===== config.mk =====
export PLATFORM = sky130hd
export DESIGN_NAME = inst_dispatch
export DESIGN_NICKNAME = d
export VERILOG_FILES = /design/src/rtl/conv_pkg.sv /design/src/rtl/dispatch_watchdog.sv /design/src/rtl/inst_dispatch.sv
export VERILOG_INCLUDE_DIRS = /design/src /design/src/rtl
export SDC_FILE = /design/constraint.sdc
export NUM_CORES = 1
export LEC_CHECK = 0
export ABC_CLOCK_PERIOD_IN_PS = 2400
export BUFFER_PORTS_ARGS = -buffer_cell sky130_fd_sc_hd__buf_2
export CAP_MARGIN = 20
export CORE_AREA = 2 2 126 128
export CTS_CLUSTER_SIZE = 40
export DETAILED_ROUTE_END_ITERATION = 8
export DIE_AREA = 0 0 128 130
export PLACE_DENSITY = 0.46
export SLEW_MARGIN = 20
export SYNTH_ARGS = -nofsm -noshare
export SYNTH_HDL_FRONTEND = slang
export SYNTH_SLANG_ARGS = --single-unit

===== constraint.sdc =====
create_clock -name clk -period 2.4 [get_ports clk]
set_input_delay 0.36 -clock clk [delete_from_list [all_inputs] [get_ports clk]]
set_output_delay 0.36 -clock clk [all_outputs]
set_load 0.02 [all_outputs]

===== src/rtl/conv_top.svh =====
// Opcode encodings shared by the conv layer blocks and their instruction producers.
`ifndef CONV_TOP_SVH
`define CONV_TOP_SVH
`define OP_LF 4'h1
`define OP_LI 4'h2
`define OP_LS 4'h3
`define OP_DC 4'h4
`endif


===== src/rtl/conv_pkg.sv =====
// Dispatcher state type and instruction field positions for the conv layer sequencer.
package conv_pkg;
    typedef enum logic [1:0] {
        FETCH = 2'd0,
        ISSUE = 2'd1,
        WAIT  = 2'd2
    } disp_state_t;

    localparam int OP_MSB   = 31;
    localparam int OP_LSB   = 28;
    localparam int ADDR_MSB = 27;
    localparam int ADDR_LSB = 12;
    localparam int LEN_MSB  = 11;
    localparam int LEN_LSB  = 0;
endpackage


===== src/rtl/dispatch_watchdog.sv =====
// Cycle counter for one outstanding command; pulses timeout on the TIMEOUT-th enabled cycle.
module dispatch_watchdog #(
    parameter int TIMEOUT = 4096
) (
    input  logic clk,
    input  logic rst,
    input  logic clr,
    input  logic en,
    output logic timeout
);
    localparam int W = (TIMEOUT > 2) ? $clog2(TIMEOUT) : 1;

    logic [W-1:0] cnt;

    assign timeout = en && (cnt == W'(TIMEOUT - 1));

    always_ff @(posedge clk) begin
        if (rst || clr) begin
            cnt <= '0;
        end else if (en && !timeout) begin
            cnt <= cnt + W'(1);
        end
    end
endmodule


===== src/rtl/inst_dispatch.sv =====
// Conv-layer instruction sequencer: pops instructions, issues them to the load or conv
// engine one at a time, tracks loaded operands and watchdogs each outstanding command.
`include "conv_top.svh"

module inst_dispatch
    import conv_pkg::*;
#(
    parameter int TIMEOUT = 4096,
    parameter int CNT_W   = 16
) (
    input  logic             clk,
    input  logic             rst,
    output logic             fifo_r_en,
    input  logic             fifo_r_accept,
    input  logic [31:0]      fifo_inst,
    output logic             ld_valid,
    input  logic             ld_ready,
    output logic             ld_sel,
    output logic [15:0]      ld_addr,
    output logic [11:0]      ld_len,
    input  logic             ld_done,
    output logic             conv_valid,
    input  logic             conv_ready,
    output logic [15:0]      conv_addr,
    input  logic             conv_done,
    output logic [11:0]      cfg,
    output logic             busy,
    output logic             err,
    output logic [CNT_W-1:0] retired,
    output logic [1:0]       dbg_state
);
    // Handshake: a command transfers on a rising edge where valid && ready. valid is held,
    // with a stable payload, until that edge; ready is ignored while valid is low.
    disp_state_t state;
    logic [31:0] inst_q;
    logic        flt_ok, img_ok;
    logic [3:0]  op;
    logic        is_ld, is_dc, is_ls, dc_ok, done_hit, wd_timeout;

    assign op = inst_q[OP_MSB:OP_LSB];

    always_comb begin
        is_ld      = (op == `OP_LF) || (op == `OP_LI);
        is_dc      = (op == `OP_DC);
        is_ls      = (op == `OP_LS);
        dc_ok      = flt_ok && img_ok;
        done_hit   = (is_ld && ld_done) || (is_dc && conv_done);
        fifo_r_en  = (state == FETCH);
        busy       = (state != FETCH);
        ld_valid   = (state == ISSUE) && is_ld;
        ld_sel     = (op == `OP_LI);
        ld_addr    = inst_q[ADDR_MSB:ADDR_LSB];
        ld_len     = inst_q[LEN_MSB:LEN_LSB];
        conv_valid = (state == ISSUE) && is_dc && dc_ok;
        conv_addr  = inst_q[ADDR_MSB:ADDR_LSB];
        dbg_state  = state;
    end

    // Counter is held at zero outside WAIT, so it restarts on every WAIT entry.
    dispatch_watchdog #(.TIMEOUT(TIMEOUT)) u_wdog (
        .clk     (clk),
        .rst     (rst),
        .clr     (state != WAIT),
        .en      (state == WAIT),
        .timeout (wd_timeout)
    );

    always_ff @(posedge clk) begin
        if (rst) begin
            state   <= FETCH;
            inst_q  <= '0;
            flt_ok  <= 1'b0;
            img_ok  <= 1'b0;
            cfg     <= '0;
            err     <= 1'b0;
            retired <= '0;
        end else begin
            case (state)
                FETCH: begin
                    if (fifo_r_accept) begin
                        inst_q <= fifo_inst;
                        state  <= ISSUE;
                    end
                end
                ISSUE: begin
                    if (is_ld) begin
                        if (ld_ready) state <= WAIT;
                    end else if (is_dc && dc_ok) begin
                        if (conv_ready) state <= WAIT;
                    end else if (is_ls) begin
                        cfg     <= inst_q[LEN_MSB:LEN_LSB];
                        retired <= retired + CNT_W'(1);
                        state   <= FETCH;
                    end else begin
                        // Unknown opcode or DC without both operands loaded.
                        err   <= 1'b1;
                        state <= FETCH;
                    end
                end
                WAIT: begin
                    if (done_hit) begin
                        retired <= retired + CNT_W'(1);
                        if (op == `OP_LF) flt_ok <= 1'b1;
                        if (op == `OP_LI) img_ok <= 1'b1;
                        state <= FETCH;
                    end else if (wd_timeout) begin
                        err   <= 1'b1;
                        state <= FETCH;
                    end
                end
                default: state <= FETCH;
            endcase
        end
    end
endmodule


# Word level (Yosys, flattened, before mapping)
# Index checks and enable logic that the tools add are counted.
# word_totals
regBits	77
input_bits	39
output_inout_bits	80
word_cells	73
# op_classes
add_sub_neg	2
eq_ne	19
muxes	19
n_bitwise	2
n_reduce_logical	23
# op_table
op	n
16-bit two-way mux	4
16-bit one-hot mux with 2 select lines	1
16-bit by 1-bit adder with 16-bit output, second input constant	1
2-bit != test, second input constant	8
2-bit two-way mux	7
12-bit by 1-bit adder with 12-bit output, second input constant	1
12-bit equality test, second input constant	1
1-bit logical AND	9
4-bit by 2-bit equality test with 1-bit output, second input constant	2
4-bit AND reduction	2
3-bit != test, second input constant	2
2-bit one-hot mux with 3 select lines	1
3-bit AND reduction	2
6-bit AND reduction	1
1-bit two-way mux	5
5-bit AND reduction	1
4-bit by 1-bit equality test with 1-bit output, second input constant	1
4-bit by 3-bit equality test with 1-bit output, second input constant	1
4-bit != test, second input constant	1
2-bit nonzero test	2
1-bit logical OR	3
2-bit by 1-bit equality test with 1-bit output, second input constant	1
2-bit equality test, second input constant	1
2-bit zero test	1
other kinds (5)	6

# Longest topological paths before layout
# logic_depth
word_depth	6
ltp_mapped	7
depth_no_buf	5

# Hierarchy
# A second synthesis with hierarchy kept.
# unflattened
hier_cells	464
hier_area_um2	3802.4
# by_module_without_submodules
module	n_inst	cells_each	area_each_um2	seq_area_each_um2
inst_dispatch	1	395	3149.3	1301.2
dispatch_watchdog	1	69	653.1	240.2

# Worst setup path before layout
# Ideal clock, no wire load.
# synth_timing
kind	register -> register
startpoint	register state[0], in the netlist dbg_state[0]
endpoint	register state[0], in the netlist dbg_state[0]
setup_time_ns	0.058
arrival_time_ns	1.824
t_required_ns	2.342
path_slack_ns	0.518
path_stages_with_launch	5
n_path_buf	0
period_less_slack_ns	1.882
cell_sequence	dfxtp_1 > nand2b_1 > nor4_1 > nor2b_1 > o21ba_1
# synth_between
elab_chain_len	4
elab_cells_between_ends	10
classes_between	6 x eq/ne; 1 x mux; 3 x reduce/logical
# synth_rtl
element	line_no	rtl
start, declared	inst_dispatch.sv:34	disp_state_t state;
start signal, assigned	inst_dispatch.sv:70	state <= FETCH;
start signal, assigned	inst_dispatch.sv:82	state <= ISSUE;
start signal, assigned	inst_dispatch.sv:87	if (ld_ready) state <= WAIT;
2-bit equality test	inst_dispatch.sv:64, inst_dispatch.sv:78	
1-bit logical AND	dispatch_watchdog.sv:15	assign timeout = en && (cnt == W'(TIMEOUT - 1));
3-bit != test (no source line)	-	
4-bit AND reduction (no source line)	-	
# Several ways; a longest one is shown, not always the timed one.
# A chain may end at the register's enable or synchronous reset.

# Worst setup path in the final report
# layout_timing
startpoint	register inst_q[30]
endpoint	output port conv_valid
# layout_between
elab_chain_len	3
# layout_rtl
element	line_no	rtl
start, declared	inst_dispatch.sv:35	logic [31:0] inst_q;
start signal, assigned	inst_dispatch.sv:81	inst_q <= fifo_inst;
4-bit by 3-bit equality test with 1-bit output (no source line)	-	
1-bit logical AND (2 in series)	inst_dispatch.sv:54	conv_valid = (state == ISSUE) && is_dc && dc_ok;
end, declared	inst_dispatch.sv:22	output logic conv_valid,
# No other way between the ends.

==> results_dict.tcl <==
set metrics [dict create \
    ant_nets 0 \
    drt_wl_total_mm 9.916 \
    drive_above_1_share_pct 28.44 \
    seqPwrFrac_pct 44.2 \
    intPower_w 0.002263 \
    start_kind "flop" \
    cts.clk_slew.worst_paths_ns 0.06 \
    power.density_nw_per_um2 672.8 \
    die_h_um 130 \
    hold_viol 0 \
    p_comb_share_pct 9.7 \
    cts-root-buf "clkbuf_16" \
    synth_seq_cells 77 \
    setup_viol 0 \
    worst-setup-path-type "reg -> out" \
    initial_core_util_pct 24.38 \
    worstPathRequired_ns 2.04 \
    synth_cell_type_count 53 \
    cts_setup_buffers 0 \
    p_sw_share_pct 25.82 \
    cts_buffers 9 \
    cts_hold_repair.buffers 0 \
    critPathArrivalTime_ns 1.80 \
    period_minus_slack_ns 2.156 \
    synth_area_leaders "dfxtp_1 (41%), nand2_1 (10%), buf_4 (9.0%)" \
    rsz0062_at_grt "no" \
    clk_latency_ns 0.34 \
    use_met1_pct 14.13 \
    io_pins 119 \
    clock_sinks 77 \
    syn_area_um2 3760 \
    yosysMostFrequentCell "nand2_1" \
    async_flop_share_pct 0 \
    whs_ns 0.2498 \
    syn2layout_area_growth_pct 20.57 \
    status "completed" \
    leakage_nw 1.956 \
    finalWeightedCongestion 0.8005 \
    drcViolationCount 0 \
    busiest_layer "met2" \
    worstMarginPinSlew_ns 0.5497 \
    yosysWarnings 0 \
    finClkSkew_ns 0.003995 \
    met2_usage_pct 19.16 \
    cts_resized 0 \
    viasPerCell 4.578 \
    dominantRegCellSynth "dfxtp_1" \
    drv_cap 0 \
    diodes 0 \
    io_buffers 118 \
    dieArea_um2 16640 \
    fmax_ghz 0.4639 \
    pre_cts_ws_ns 0.4577 \
    drt_iter0_markers 145 \
    cts_tree "built" \
    grt_first_pass_wirelength_mm 15.53 \
    period_share_pct 89.83 \
    worst_slew_margin_rel_pct 63.01 \
    synthTopCellsByCount "nand2_1 (100), dfxtp_1 (77), a21oi_1 (60)" \
    dp_hpwl_mm 7.208 \
    grt_usage_pct 11.86 \
    avgSynthCellArea_um2 8.103 \
    worstHoldPathType "in -> reg" \
    peakVddDrop_uv 289.5 \
    coreArea_um2 15420 \
    finalPower_w 0.003050 \
    use_met3_pct 4.469 \
    synth_top_area_cell "dfxtp_1" \
    die_x_um 128 \
    vias 3342 \
    syn_nets 505 \
    power.switching_w 0.0007875 \
    grt-ovfl-total 0 \
    critPathCaptureType "output pin" \
    clockBufferDepth 2 \
    fin_tns_setup_ns 0 \
    setup_ws_ns 0.2442 \
    syn_inst 464 \
    grt_antenna_before_repair 1 \
    p_clk_share_pct 46.1 \
    h-tree-depth 3 \
    layout.nets 574 \
    row_count 46 \
    grt_max_degree 46 \
    seq_area_frac_synth_pct 41.00 \
    slew_violations 0 \
    synth_top_cell_area_share_pct 41.00 \
    wl_per_cell_um 13.58 \
    synth_edf_count 0 \
    critPathMaxFanout 8 \
    dr.pass1.iters 4 \
    first_global_vias 3115 \
]
[placed cells by master (no fill, tap or decap), types with 3 or more instances in the layout]
master     netlist  routed
nor2_1          23      23
a21oi_1         60      60
nand4_1          6       6
nor3_1           5       5
dfxtp_1         77      77
nand2b_1         4       4
mux2_1          14      14
o21ai_0          6       6
and3_1           5       5
buf_2            3     118
nand3_1         14      14
nand2_1        100     100
a211oi_1         7       7
buf_4           45      10
and2_1           4       4
nor2b_1         18      18
or3_1            3       3
clkbuf_16        0       9
or4_1            3       3
inv_1            4       4
[layout make-up]
type	count	area, um^2
fill	1688	10890
multi-input combinational	313	1760
sequential	77	1541
timing repair buffer	128	665.6
tap	192	240.2
clock buffer	10	239.0
clock inverter	6	71.32
inverter	4	15.01
[layer usage]
layer	wire, um	share of wire [%]	vias up
li1	-	-	1687
met5	0	0	-
met1	4563	46	1556
met3	608	6.1	13
met4	191	1.9	0
met2	4552	46	86
[registers in the layout (all words and copies together), names as in the netlist]
name / flops
flt_ok: 1
retired: 16
err: 1
cfg: 12
img_ok: 1
u_wdog.cnt: 12
inst_q: 32
dbg_state: 2
[worst max-delay path, stage by stage, from the launching register on]
cell     delay, ns
dfxtp_1       0.44
or2b_2        0.32
nor4_1        0.43
buf_2         0.27
[final timing paths]
path / from / end / slack (ns) / depth (start not counted)
hold / removal: fifo_inst[3] / inst_q[3]$_SDFFE_PP0P_ / 0.25 / 3
setup reg to reg: inst_q[28]$_SDFFE_PP0P_ / retired[11]$_SDFFE_PP0P_ / 0.44 / 4
hold reg to reg: cfg[1]$_SDFFE_PP0P_ / cfg[1]$_SDFFE_PP0P_ / 0.45 / 2
setup / recovery: inst_q[30]$_SDFFE_PP0P_ / conv_valid / 0.24 / 3
[power by group through the flow]
| stage | Sequential, W | Combinational, W | Clock (W) |
|---|---|---|---|
| after global placement | 0.00137 | 0.000298 | 0 |
| after global routing | 0.00135 | 0.000325 | 0.00151 |
| after detailed placement | 0.00138 | 0.000301 | 0 |
| after CTS | 0.00135 | 0.000301 | 0.00145 |
| after floorplan | 0.00137 | 0.000250 | 0 |
| final | 0.00135 | 0.000297 | 0.00140 |
[per-stage QoR]
step | area [um^2] | utilization [%] | std cells
after floorplan | 3760 | - | 464
after global placement | 4223 | 27.38 | 714
after detailed placement | 4223 | 27.38 | 714
after CTS | 4533 | 29.39 | 730
after global routing | 4533 | 29.39 | 730
final | 4533 | 29.39 | 730
[kinds of logic (layout without fill, tap and decap cells)]
family | after synthesis | after routing | synth area share, %
simple gates | 201 | 201 | 26.12
compound gates | 94 | 94 | 15.38
flops | 77 | 77 | 41.00
buf+inv | 74 | 148 | 12.18
mux | 14 | 14 | 4.193
fa+ha+maj | 2 | 2 | 0.6655
xor+xnor | 2 | 2 | 0.4660
Note: power is estimated with default switching activity, not from simulation.
